**src/rtl/wb_arbiter2.sv**
```systemverilog
// Two-master to one-slave Wishbone B4 pipelined arbiter with round-robin grant per bus cycle.
// Outstanding requests are tracked so late acks are swallowed rather than routed to the wrong master.
module wb_arbiter2 #(
  parameter int unsigned G_ADDR_SIZE    = 8,
  parameter int unsigned G_DATA_SIZE    = 16,
  parameter int unsigned G_DRAIN_CYCLES = 4
) (
  input  logic                   clk_i,
  input  logic                   rst_i,
  input  logic                   s0_wb_cyc_i,
  input  logic                   s0_wb_stb_i,
  output logic                   s0_wb_stall_o,
  output logic                   s0_wb_ack_o,
  input  logic                   s0_wb_we_i,
  input  logic [G_ADDR_SIZE-1:0] s0_wb_addr_i,
  input  logic [G_DATA_SIZE-1:0] s0_wb_data_i,
  output logic [G_DATA_SIZE-1:0] s0_wb_data_o,
  input  logic                   s1_wb_cyc_i,
  input  logic                   s1_wb_stb_i,
  output logic                   s1_wb_stall_o,
  output logic                   s1_wb_ack_o,
  input  logic                   s1_wb_we_i,
  input  logic [G_ADDR_SIZE-1:0] s1_wb_addr_i,
  input  logic [G_DATA_SIZE-1:0] s1_wb_data_i,
  output logic [G_DATA_SIZE-1:0] s1_wb_data_o,
  output logic                   m_wb_cyc_o,
  output logic                   m_wb_stb_o,
  input  logic                   m_wb_stall_i,
  input  logic                   m_wb_ack_i,
  output logic                   m_wb_we_o,
  output logic [G_ADDR_SIZE-1:0] m_wb_addr_o,
  output logic [G_DATA_SIZE-1:0] m_wb_data_o,
  input  logic [G_DATA_SIZE-1:0] m_wb_data_i
);

  localparam int unsigned CNT_W      = 4;
  localparam int unsigned DRAIN_W    = (G_DRAIN_CYCLES < 2) ? 1 : $clog2(G_DRAIN_CYCLES + 1);
  localparam logic [CNT_W-1:0]   CNT_MAX    = CNT_W'(15);
  localparam logic [DRAIN_W-1:0] DRAIN_LOAD = DRAIN_W'(G_DRAIN_CYCLES);

  typedef enum logic [1:0] {
    ST_IDLE  = 2'd0,
    ST_GNT0  = 2'd1,
    ST_GNT1  = 2'd2,
    ST_DRAIN = 2'd3
  } state_t;

  state_t             state_q, state_d;
  logic               last_grant_q, last_grant_d;
  logic [CNT_W-1:0]   outstanding_q, outstanding_d;
  logic [DRAIN_W-1:0] drain_cnt_q, drain_cnt_d;

  logic sat;
  logic req_acc;
  logic ack_cnt;
  logic fwd_ack;

  // A full counter blocks further strobes from reaching the slave.
  assign sat     = (outstanding_q == CNT_MAX);
  assign req_acc = m_wb_cyc_o & m_wb_stb_o & ~m_wb_stall_i;
  assign ack_cnt = m_wb_ack_i & (state_q != ST_IDLE) & (outstanding_q != '0);
  assign fwd_ack = m_wb_ack_i & ((state_q == ST_GNT0) | (state_q == ST_GNT1));

  // Datapath steering: granted master passes straight through, everyone else is stalled.
  always_comb begin
    m_wb_cyc_o    = 1'b0;
    m_wb_stb_o    = 1'b0;
    m_wb_we_o     = 1'b0;
    m_wb_addr_o   = '0;
    m_wb_data_o   = '0;
    s0_wb_stall_o = 1'b1;
    s0_wb_ack_o   = 1'b0;
    s0_wb_data_o  = '0;
    s1_wb_stall_o = 1'b1;
    s1_wb_ack_o   = 1'b0;
    s1_wb_data_o  = '0;
    case (state_q)
      ST_GNT0: begin
        m_wb_cyc_o    = s0_wb_cyc_i;
        m_wb_stb_o    = s0_wb_stb_i & ~sat;
        m_wb_we_o     = s0_wb_we_i;
        m_wb_addr_o   = s0_wb_addr_i;
        m_wb_data_o   = s0_wb_data_i;
        s0_wb_stall_o = m_wb_stall_i | sat;
        s0_wb_ack_o   = m_wb_ack_i;
        s0_wb_data_o  = m_wb_data_i;
      end
      ST_GNT1: begin
        m_wb_cyc_o    = s1_wb_cyc_i;
        m_wb_stb_o    = s1_wb_stb_i & ~sat;
        m_wb_we_o     = s1_wb_we_i;
        m_wb_addr_o   = s1_wb_addr_i;
        m_wb_data_o   = s1_wb_data_i;
        s1_wb_stall_o = m_wb_stall_i | sat;
        s1_wb_ack_o   = m_wb_ack_i;
        s1_wb_data_o  = m_wb_data_i;
      end
      default: ;
    endcase
  end

  // Arbitration, outstanding tracking and drain timeout.
  always_comb begin
    state_d       = state_q;
    last_grant_d  = last_grant_q;
    drain_cnt_d   = drain_cnt_q;
    outstanding_d = outstanding_q;

    if (req_acc && !ack_cnt) begin
      outstanding_d = outstanding_q + CNT_W'(1);
    end else if (!req_acc && ack_cnt) begin
      outstanding_d = outstanding_q - CNT_W'(1);
    end

    case (state_q)
      ST_IDLE: begin
        if (s0_wb_cyc_i && s1_wb_cyc_i) begin
          state_d = last_grant_q ? ST_GNT0 : ST_GNT1;
        end else if (s0_wb_cyc_i) begin
          state_d = ST_GNT0;
        end else if (s1_wb_cyc_i) begin
          state_d = ST_GNT1;
        end
      end
      ST_GNT0: begin
        if (!s0_wb_cyc_i) begin
          last_grant_d = 1'b0;
          if (outstanding_d != '0) begin
            state_d     = ST_DRAIN;
            drain_cnt_d = DRAIN_LOAD;
          end else if (s1_wb_cyc_i) begin
            state_d = ST_GNT1;
          end else begin
            state_d = ST_IDLE;
          end
        end
      end
      ST_GNT1: begin
        if (!s1_wb_cyc_i) begin
          last_grant_d = 1'b1;
          if (outstanding_d != '0) begin
            state_d     = ST_DRAIN;
            drain_cnt_d = DRAIN_LOAD;
          end else if (s0_wb_cyc_i) begin
            state_d = ST_GNT0;
          end else begin
            state_d = ST_IDLE;
          end
        end
      end
      ST_DRAIN: begin
        drain_cnt_d = (drain_cnt_q != '0) ? drain_cnt_q - DRAIN_W'(1) : '0;
        if ((outstanding_d == '0) || (drain_cnt_d == '0)) begin
          state_d       = ST_IDLE;
          outstanding_d = '0;
          drain_cnt_d   = '0;
        end
      end
      default: state_d = ST_IDLE;
    endcase
  end

  always_ff @(posedge clk_i or posedge rst_i) begin
    if (rst_i) begin
      state_q       <= ST_IDLE;
      last_grant_q  <= 1'b1;
      outstanding_q <= '0;
      drain_cnt_q   <= '0;
    end else begin
      state_q       <= state_d;
      last_grant_q  <= last_grant_d;
      outstanding_q <= outstanding_d;
      drain_cnt_q   <= drain_cnt_d;
    end
  end

  // An ack handed to the owner must match a request it has issued.
  ack_never_exceeds_req: assert property (
    @(posedge clk_i) disable iff (rst_i)
    fwd_ack |-> ((outstanding_q != '0) || req_acc)
  );

endmodule

```
**config.mk**
```make
export PLATFORM = sky130hd
export DESIGN_NAME = wb_arbiter2
export DESIGN_NICKNAME = d
export VERILOG_FILES = /design/src/rtl/wb_arbiter2.sv
export SDC_FILE = /design/constraint.sdc
export NUM_CORES = 1
export LEC_CHECK = 0
export ABC_AREA = 1
export BUFFER_PORTS_ARGS = -buffer_cell sky130_fd_sc_hd__buf_2
export CAP_MARGIN = 25
export CELL_PAD_IN_SITES_DETAIL_PLACEMENT = 0
export CELL_PAD_IN_SITES_GLOBAL_PLACEMENT = 2
export CORE_ASPECT_RATIO = 0.75
export CORE_UTILIZATION = 18
export CTS_BUF_LIST = sky130_fd_sc_hd__clkbuf_2
export DETAILED_ROUTE_END_ITERATION = 16
export GPL_TIMING_DRIVEN = 0
export PLACE_DENSITY_LB_ADDON = 0.1
export SKIP_LAST_GASP = 1
export SLEW_MARGIN = 20
export SYNTH_ARGS = -nofsm -noshare
export SYNTH_HDL_FRONTEND = slang
export SYNTH_SLANG_ARGS = --single-unit
```
**constraint.sdc**
```tcl
create_clock -name clk_i -period 3.58 [get_ports clk_i]
set_clock_uncertainty 0.2 [all_clocks]
set_input_delay 0.716 -clock clk_i [delete_from_list [all_inputs] [get_ports clk_i]]
set_output_delay 0.716 -clock clk_i [all_outputs]
set_load 0.01 [all_outputs]
```
==> results of run 1 <==
-- cell usage in the layout (no fill, tap or decap) --
cell type  count
nor2_4         2
o21ai_0        3
dfstp_2        1
nand2_2        6
nand3_1       14
buf_6          1
nand3b_1       1
buf_2        136
nand4_1        1
or2_2          1
clkbuf_1       9
nand3_4        2
dfrtp_1        9
o21bai_4       1
nor3_1         1
a21oi_1       31
clkinv_1       2
ha_1           9
nand3_2        2
inv_2          3
inv_1         55
o21ai_4        1
nand2_1      125
o21ai_1        4
nand2_4        1
clkbuf_2       3
buf_1          2
nor2_1         9
-- final cells by class --
type | instances | area [um2] | share of cell area, %
clock inverter | 1 | 3.75 | 0.155
buffer | 12 | 52.6 | 2.17
tap | 108 | 135 | 5.58
sequential | 10 | 251 | 10.4
timing repair buffer | 136 | 681 | 28.1
clock buffer | 3 | 15.0 | 0.620
inverter | 59 | 221 | 9.14
multi-input combinational | 214 | 1060 | 43.9
-- worst max-delay path, delay by kind of cell (launching register included) --
kind | cells | cell delay, ps
adder cells (fa/ha/maj) | 1 | 410
AO/OA/AOI/OAI | 1 | 200
buffers and inverters | 4 | 870
flip-flops | 1 | 430
-- sequential cells by signal (all words and copies together), names as in the netlist --
register	cells
last_grant_q	1
outstanding_q	4
state_q	2
drain_cnt_q	3
-- power groups by stage --
stage               registers, mW  logic [mW]  clock network [mW]
floorplan                   0.219        1.07                   0
global placement            0.236        1.62                   0
detailed placement          0.236        1.60                   0
CTS                         0.234        1.61              0.0696
global route                0.243        1.79              0.0759
finish                      0.234        1.57              0.0668
-- kinds of logic after synthesis --
| group | share of synthesized area (%) |
|---|---|
| and+or+nand+nor | 45.6 |
| buffers and inverters | 17.3 |
| AOI/OAI and AO/OA | 14.2 |
| DFF | 15.8 |
| adders and majority gates | 7.09 |
-- cell usage after synthesis --
cell type  instances  area [um2]
buf_6              1        11.3
dfrtp_1            9         225
nand2_2            6        37.5
nand3_1           14        70.1
nor2_4             2        22.5
o21ai_4            1        16.3
clkinv_1           1        3.75
a21oi_1           31         155
o21ai_0            3        15.0
ha_1               9         113
buf_1              2        7.51
nand2_1          125         469
o21bai_4           1        18.8
nor3_1             1        5.00
or2_2              1        6.26
nand3_4            2        35.0
inv_2              3        11.3
nand4_1            1        6.26
o21ai_1            4        20.0
nand3b_1           1        7.51
inv_1             55         206
nand3_2            2        20.0
nand2_4            1        11.3
nor2_1             9        33.8
dfstp_2            1        26.3
clkbuf_1           9        33.8
-- routing by layer --
| metal | up-vias | track usage [%] | share of wire, % | wire [um] |
|---|---|---|---|---|
| li1 | 1166 | - | - | - |
| met1 | 918 | 16.9 | 47 | 2780 |
| met2 | 75 | 21.9 | 48 | 2840 |
| met3 | 2 | 1.90 | 5.0 | 294 |
| met4 | 0 | 0.727 | 0.24 | 14 |
| met5 | - | 0 | 0 | 0 |
-- worst min-delay path by stage --
stage / from / to
after detailed placement: last_grant_q / last_grant_q
after CTS: rst_i / state_q[0]
final: rst_i / state_q[0]
after global placement: last_grant_q / last_grant_q
after floorplan: last_grant_q / last_grant_q
after global routing: rst_i / state_q[0]
-- through the flow --
step	cells	utilization (%)
3_3_place_gp	539	28.3
4_1_cts	543	28.5
3_5_place_dp	539	28.3
6_report	543	28.5
5_1_grt	543	28.5
2_1_floorplan	295	-
==> summary.txt, run 1 <==
Worst setup path
  • FF-to-FF Start: state_q[0]
  • Worst setup SP type: register
  • Cells along the critical path: inv_1 -> ha_1 -> clkinv_1 -> clkbuf_1 -> a21oi_1 -> buf_2
  • Setup crit end: m_wb_data_o[1]
  • Worst reg-to-reg setup slack: 1050 ps
  • Req. time, crit path: 2660 ps
  • CP Capture Type: output port
  • Slowest cell on crit path: dfrtp_1
  • Crit. Startpoint: state_q[0]
  • Top fanout value on the critical path: 10
  • Reg2reg end: state_q[1]
  • FF-to-FF path depth: 19
  • Setup CP Type: register to output port
  • CP Data Arrival Time: 2180 ps
  • Slowest stage delay, CP: 430 ps

Min path
  • Min-delay worst type: primary input to asynchronous set/reset pin

Logic synthesis
  • Sequential area share after synthesis: 15.8%
  • Number of synthesized register bits: 10
  • Synthesized Nets: 378
  • Yosys Warn Count: 0
  • Netlist cell types: 26
  • Cells after Synth: 295
  • Post-Syn Area: 1590 um2
  • Mean area per synthesized cell: 5.38 um2

Finish
  • Fin nets: 519
  • Layout area overhead: 52.6%
  • Fillers: 1011
  • Layout cells sized above 1: 36.8%
  • Cell area after layout: 2420 um2
  • Antenna cells: 0

Clock network
  • Later-pin clock latency in the skew report: 260 ps
  • Maximum clock path buffer count: 2
  • Post-CTS setup buffer count: 0
  • Clock transition at path regs: 120 ps
  • H-tree depth: 1
  • Clk sinks: 10
  • CTS tree: built
  • Gates resized, CTS repair: 0
  • Post-cts hold buffer count: 0
  • Total CTS buffers: 3
  • Clock Root Buffer: clkbuf_2

Detailed routing
  • Final antenna-violating net count: 0
  • Via count: 2161
  • Drt first pass iters: 4
  • Post-DR wirelength/cell: 10.9 um
  • Drc violations: 0
  • Overall routed net length: 5930 um
  • DR vias/cell: 3.98
  • First DRT Iteration DRCs: 69

Power and ir drop
  • Tot Pwr: 1.87 mW
  • VDD IR max: 0.000306 V
  • Sw Ratio: 59.5%
  • Leakage: 1.63 nW
  • Combinational power share: 83.9%
  • Power Dens Cells: 773 nW/um2
  • Int Pwr: 758 uW
  • Flop pwr share: 12.5%
  • Sw power: 1.11 mW
  • Clock Power Share: 3.6%

STA
  • Final period util: 86.5%
  • Final Hold Slack: 212 ps
  • Final worst setup slack: 483 ps
  • Post-route minimum period: 3100 ps
  • Max-slew violation count: 0
  • Count of final hold-check violations: 0
  • Worst slew pin tran: 595 ps
  • Final TNS setup: 0 ps
  • RSZ-0062 raised after global routing: no
  • Final setup violation count: 0
  • Max Clock Freq: 323 MHz
  • Slew HR: 60.4%

Placed design
  • Final RePlAce weighted congestion: 0.747
  • Post-DP HPWL: 4960 um
  • Placed standard-cell area: 2400 um2
  • Port Buf Inserts: 136
  • Setup WS pre-CTS: 788 ps

Global route
  • Initial antenna violation count: 0
  • First-pass GRT wire length: 9400 um
  • Global Route Usage Sum: 12.5%
  • Pin count of the biggest net entering global routing: 11
  • Vias in the first global route: 1816
  • GRT overflow: 0

Outcome
  • Status: completed

Job
  • MaxCap Viol Count: 0

Floorplanning
  • Full die area: 9200 um2
  • Chip Width: 110 um
  • Initial core utilization: 18.7%
  • Num rows: 29
  • IO Pins: 137
  • Core footprint: 8490 um2
  • Die Y: 83.3 um
Note: power is estimated with default switching activity, not from simulation.
==> run 2, diff against run 1 <==
- CORE_UTILIZATION: 18 -> 15
- clock period: 3.58 -> 2.5 ns (I/O delays scaled with it)
==> summary.txt, run 2 (synthesis gave the netlist of run 1 again) <==
Outcome
  • Status: completed

Placed design
  • Port Buf Inserts: 136
  • Setup WS pre-CTS: -147 ps
  • DP Cell Count: 567
  • Post-DP HPWL: 5330 um
  • Final RePlAce weighted congestion: 0.731

STA
  • RSZ-0062 raised after global routing: yes
  • Final worst setup slack: 88.0 ps
  • Final setup violation count: 0
  • Final Hold Slack: 2.38 ps
  • Worst slew pin tran: 426 ps
  • Count of final hold-check violations: 0
  • Post-route minimum period: 2410 ps
  • Max-slew violation count: 0
  • Final TNS setup: 0 ps
  • Final period util: 96.5%
  • Max Clock Freq: 415 MHz
  • Slew HR: 71.6%

Floorplanning
  • Die Y: 91.1 um
  • Core footprint: 10300 um2
  • Full die area: 11000 um2
  • Num rows: 32
  • Initial core utilization: 15.4%
  • IO Pins: 137
  • Chip Width: 121 um

Clock network
  • CTS tree: built
  • Later-pin clock latency in the skew report: 260 ps
  • Clock Root Buffer: clkbuf_2
  • Clk sinks: 10
  • Maximum clock path buffer count: 2
  • Total CTS buffers: 3
  • H-tree depth: 1
  • Post-cts hold buffer count: 0
  • Clock transition at path regs: 120 ps

Power and ir drop
  • Combinational power share: 86.1%
  • Power Dens Cells: 1160 nW/um2
  • VDD IR max: 0.000349 V
  • Flop pwr share: 10.7%
  • Leakage: 1.75 nW
  • Int Pwr: 1.40 mW
  • Sw Ratio: 55.2%
  • Sw power: 1.73 mW
  • Clock Power Share: 3.1%

Finish
  • Fin nets: 534
  • Largest Register: outstanding_q
  • Layout cells sized above 1: 45.1%
  • Cell Count, Final, Fillers Out: 586
  • Top flop regs: outstanding_q (4), drain_cnt_q (3), state_q (2)
  • Antenna cells: 0
  • Most common cell after layout, fill and taps aside: buf_2
  • Flip-flop count of the largest register after layout: 4
  • Fin util: 26.2%
  • Most frequent cells in the layout: buf_2 (136), nand2_1 (117), inv_1 (53)
  • Layout area overhead: 70.0%

Worst setup path
  • Worst setup SP type: register
  • Worst reg-to-reg setup slack: 90 ps
  • Slowest stage delay, CP: 440 ps
  • Buffers & Inverters on Critical Path: 4
  • Setup CP Type: register to output port
  • Slowest cell on crit path: dfrtp_1
  • Req. time, crit path: 1800 ps
  • CP Capture Type: output port
  • Top fanout value on the critical path: 10
  • Cells along the critical path: inv_2 -> ha_1 -> buf_6 -> buf_4 -> nand2_1 -> a21oi_1 -> buf_2
  • CP Data Arrival Time: 1710 ps
  • Worst path top cell family by delay: buffers and inverters

Detailed routing
  • First DRT Iteration DRCs: 89
  • Drc violations: 0
  • Overall routed net length: 6520 um
  • Final antenna-violating net count: 0
  • Drt first pass iters: 4
  • Via count: 2210
  • Post-DR wirelength/cell: 11.1 um
  • DR vias/cell: 3.77

Global route
  • Global Route Usage Sum: 11.3%
  • Vias in the first global route: 1903
  • First-pass GRT wire length: 9910 um
  • Initial antenna violation count: 0
  • Pin count of the biggest net entering global routing: 11
  • GRT overflow: 0

Job
  • MaxCap Viol Count: 0

Min path
  • Min-delay worst type: primary input to asynchronous set/reset pin
[run 2: cell types whose count changed in the layout (fill, tap and decap cells not counted), sizes merged]
cell    before  now
buf        139  161
clkbuf      12    5
[run 2: layer usage]
layer	GRT usage [%]	vias to the layer above	wire length (um)
met5	0	-	0
li1	-	1190	-
met4	1.23	0	14
met3	2.07	2	376
met2	19.9	73	3140
met1	14.7	945	2990
[run 2: stage by stage]
step	cell area (um2)	power, mW
4_1_cts	2520	2.90
6_report	2700	3.13
5_1_grt	2700	3.48
3_5_place_dp	2440	2.67
3_3_place_gp	2440	2.68
2_1_floorplan	1590	1.85
[run 2: power groups by stage]
stage	logic [mW]	clock network (mW)	registers, mW
after floorplan	1.53	0	0.314
after global placement	2.34	0	0.340
after detailed placement	2.33	0	0.338
after CTS	2.47	0.102	0.327
after global routing	3.02	0.113	0.347
final	2.69	0.0981	0.336
[run 2: path summary, 6_finish.rpt]
path                                       end  cells past startpoint          from
worst min-delay path            drain_cnt_q[0]                      2         rst_i
worst max-delay path            m_wb_addr_o[3]                      7    state_q[1]
worst min register to register    last_grant_q                      2  last_grant_q
worst max register to register      state_q[1]                     18    state_q[0]
max in group asynchronous         last_grant_q                      2         rst_i
min in group clk_i                last_grant_q                      2  last_grant_q
[run 2: repair_timing]
item	CTS	global route
buffers inserted	3	13
pin swaps	1	18
resized for setup	22	32
cloned	0	0
setup endpoints to repair	67	42
[run 2: final cells by class]
cell class                 instances  area, um2
inverter                          59        229
clock buffer                       3       15.0
clock inverter                     1       3.75
buffer                            11        100
fill                            1208       7590
multi-input combinational        214       1130
timing repair buffer             152        801
sequential                        10        253
tap                              136        170
[run 2: worst reg2reg max path: stages, from the launching register on]
cell and delay (ps):
dfrtp_1 410, inv_2 80, ha_2 170, buf_6 130, nand2_2 80, nand2_4 100
nand3_4 100, nor2_4 190, nand2_4 100, nand3_2 100, nand2_2 70, nor2_4 100
nand3_4 140, nand2_2 100, nand2_1 50, nand2_1 50, nand2_1 60, nand2_1 60
nand2_1 40
==> run 3, diff against run 2 <==
- CORE_ASPECT_RATIO: 0.75 -> 1.2
==> summary.txt, run 3 (synthesis gave the netlist of run 1 again) <==
Outcome
  • Status: completed

Finish
  • Largest Register: outstanding_q
  • Cell Count, Final, Fillers Out: 566
  • Seq. cell area: 253 um2
  • Layout area overhead: 63.4%
  • Most frequent cells in the layout: buf_2 (136), nand2_1 (117), inv_1 (54)
  • Layout cells sized above 1: 43.4%
  • Flip-flop count of the largest register after layout: 4
  • Fillers: 1204
  • Fin nets: 524
  • Antenna cells: 0
  • Area of the multi-input gates: 1120 um2
  • Top flop regs: outstanding_q (4), drain_cnt_q (3), state_q (2)
  • Most common cell after layout, fill and taps aside: buf_2

Floorplanning
  • Core footprint: 10200 um2
  • IO Pins: 137
  • Die Y: 115 um
  • Initial core utilization: 15.6%
  • Num rows: 40
  • Full die area: 11000 um2
  • Chip Width: 95.9 um

Global route
  • Global Route Usage Sum: 11.1%
  • GRT overflow: 0
  • First-pass GRT wire length: 9570 um
  • Pin count of the biggest net entering global routing: 11
  • Vias in the first global route: 1928
  • Initial antenna violation count: 0

Worst setup path
  • Setup CP Type: register to output port
  • Worst setup SP type: register
  • CP Data Arrival Time: 1760 ps
  • Req. time, crit path: 1800 ps
  • Worst reg-to-reg setup slack: 90 ps
  • Reg2reg end: state_q[1]
  • Top fanout value on the critical path: 10
  • FF-to-FF path depth: 18
  • FF-to-FF Start: state_q[1]
  • CP Capture Type: output port

Clock network
  • Later-pin clock latency in the skew report: 250 ps
  • Clock transition at path regs: 100 ps
  • CTS tree: built
  • Maximum clock path buffer count: 2
  • Total CTS buffers: 3
  • H-tree depth: 1
  • Clk sinks: 10
  • Clock Root Buffer: clkbuf_2
  • Post-cts hold buffer count: 0

STA
  • Final TNS setup: 0 ps
  • Count of final hold-check violations: 0
  • Worst slew pin tran: 413 ps
  • Max Clock Freq: 406 MHz
  • RSZ-0062 raised after global routing: yes
  • Final Hold Slack: 18.9 ps
  • Slew HR: 72.5%
  • Final setup violation count: 0
  • Max-slew violation count: 0
  • Post-route minimum period: 2460 ps
  • Final period util: 98.5%

Placed design
  • Port Buf Inserts: 136
  • DP Cell Count: 557
  • Post-DP HPWL: 5400 um
  • Final RePlAce weighted congestion: 0.754

Detailed routing
  • Via count: 2171
  • First DRT Iteration DRCs: 35
  • DR vias/cell: 3.84
  • Drt first pass iters: 4
  • Final antenna-violating net count: 0
  • Drc violations: 0
  • Post-DR wirelength/cell: 11.3 um
  • Overall routed net length: 6420 um

Power and ir drop
  • VDD IR max: 0.000341 V
  • Power Dens Cells: 1130 nW/um2
  • Leakage: 1.71 nW

Job
  • MaxCap Viol Count: 0

Min path
  • Min-delay worst type: primary input to asynchronous set/reset pin
[run 3: cell types whose count changed in the layout (fill, tap and decap cells not counted), sizes merged]
cell	change
buf	-13
clkbuf	+4
clkinv	-1
[run 3: layer usage]
metal / wire [um] / vias up / GRT usage [%]
met5: 0 / - / 0
met2: 3340 / 72 / 22.0
li1: - / 1179 / -
met4: 19 / 0 / 2.09
met3: 500 / 2 / 1.73
met1: 2570 / 918 / 12.0
[run 3: through the flow]
step / setup slack, ps / area, um2 / total power [mW] / util [%]
floorplan: 265 / 1590 / 1.85 / -
global placement: -168 / 2430 / 2.69 / 23.9
detailed placement: -157 / 2430 / 2.67 / 23.9
CTS: -13.0 / 2500 / 2.89 / 24.7
global route: -158 / 2590 / 3.31 / 25.5
finish: 36.7 / 2590 / 2.93 / 25.5
[run 3: worst max-delay path, stage by stage (launching register included)]
cell and delay [ps]:
dfrtp_2 420, inv_1 80, ha_2 390, clkinv_4 110, clkbuf_4 200, a21oi_1 160
buf_2 160
[run 3: repair_timing]
action / CTS / global route
pin swaps: 0 / 17
resized for setup: 22 / 28
endpoints found under the setup margin: 64 / 55
setup buffers: 2 / 3
[run 3: final cells by class]
type,count,area share [%]
well taps,126,6.08
plain buffers,12,3.57
flip-flops and latches,10,9.74
clock buffers,4,0.771
multi-input cells,214,43.2
repair buffers,141,27.7
inverters,59,8.92
[run 3: worst max-delay path by stage]
stage,from,end,cells after the start
after global routing,state_q[0],state_q[1],19
final,state_q[1],m_wb_data_o[0],6
after detailed placement,state_q[1],m_wb_data_o[4],7
after floorplan,state_q[0],state_q[1],19
after CTS,state_q[1],m_wb_data_o[0],6
after global placement,state_q[1],m_wb_data_o[0],7
[run 3: report_power, final]
part	internal [mW]	switching [mW]
Clock	0.0425	0.0555
Sequential	0.251	0.0834
Combinational	0.974	1.53
Total	1.27	1.67
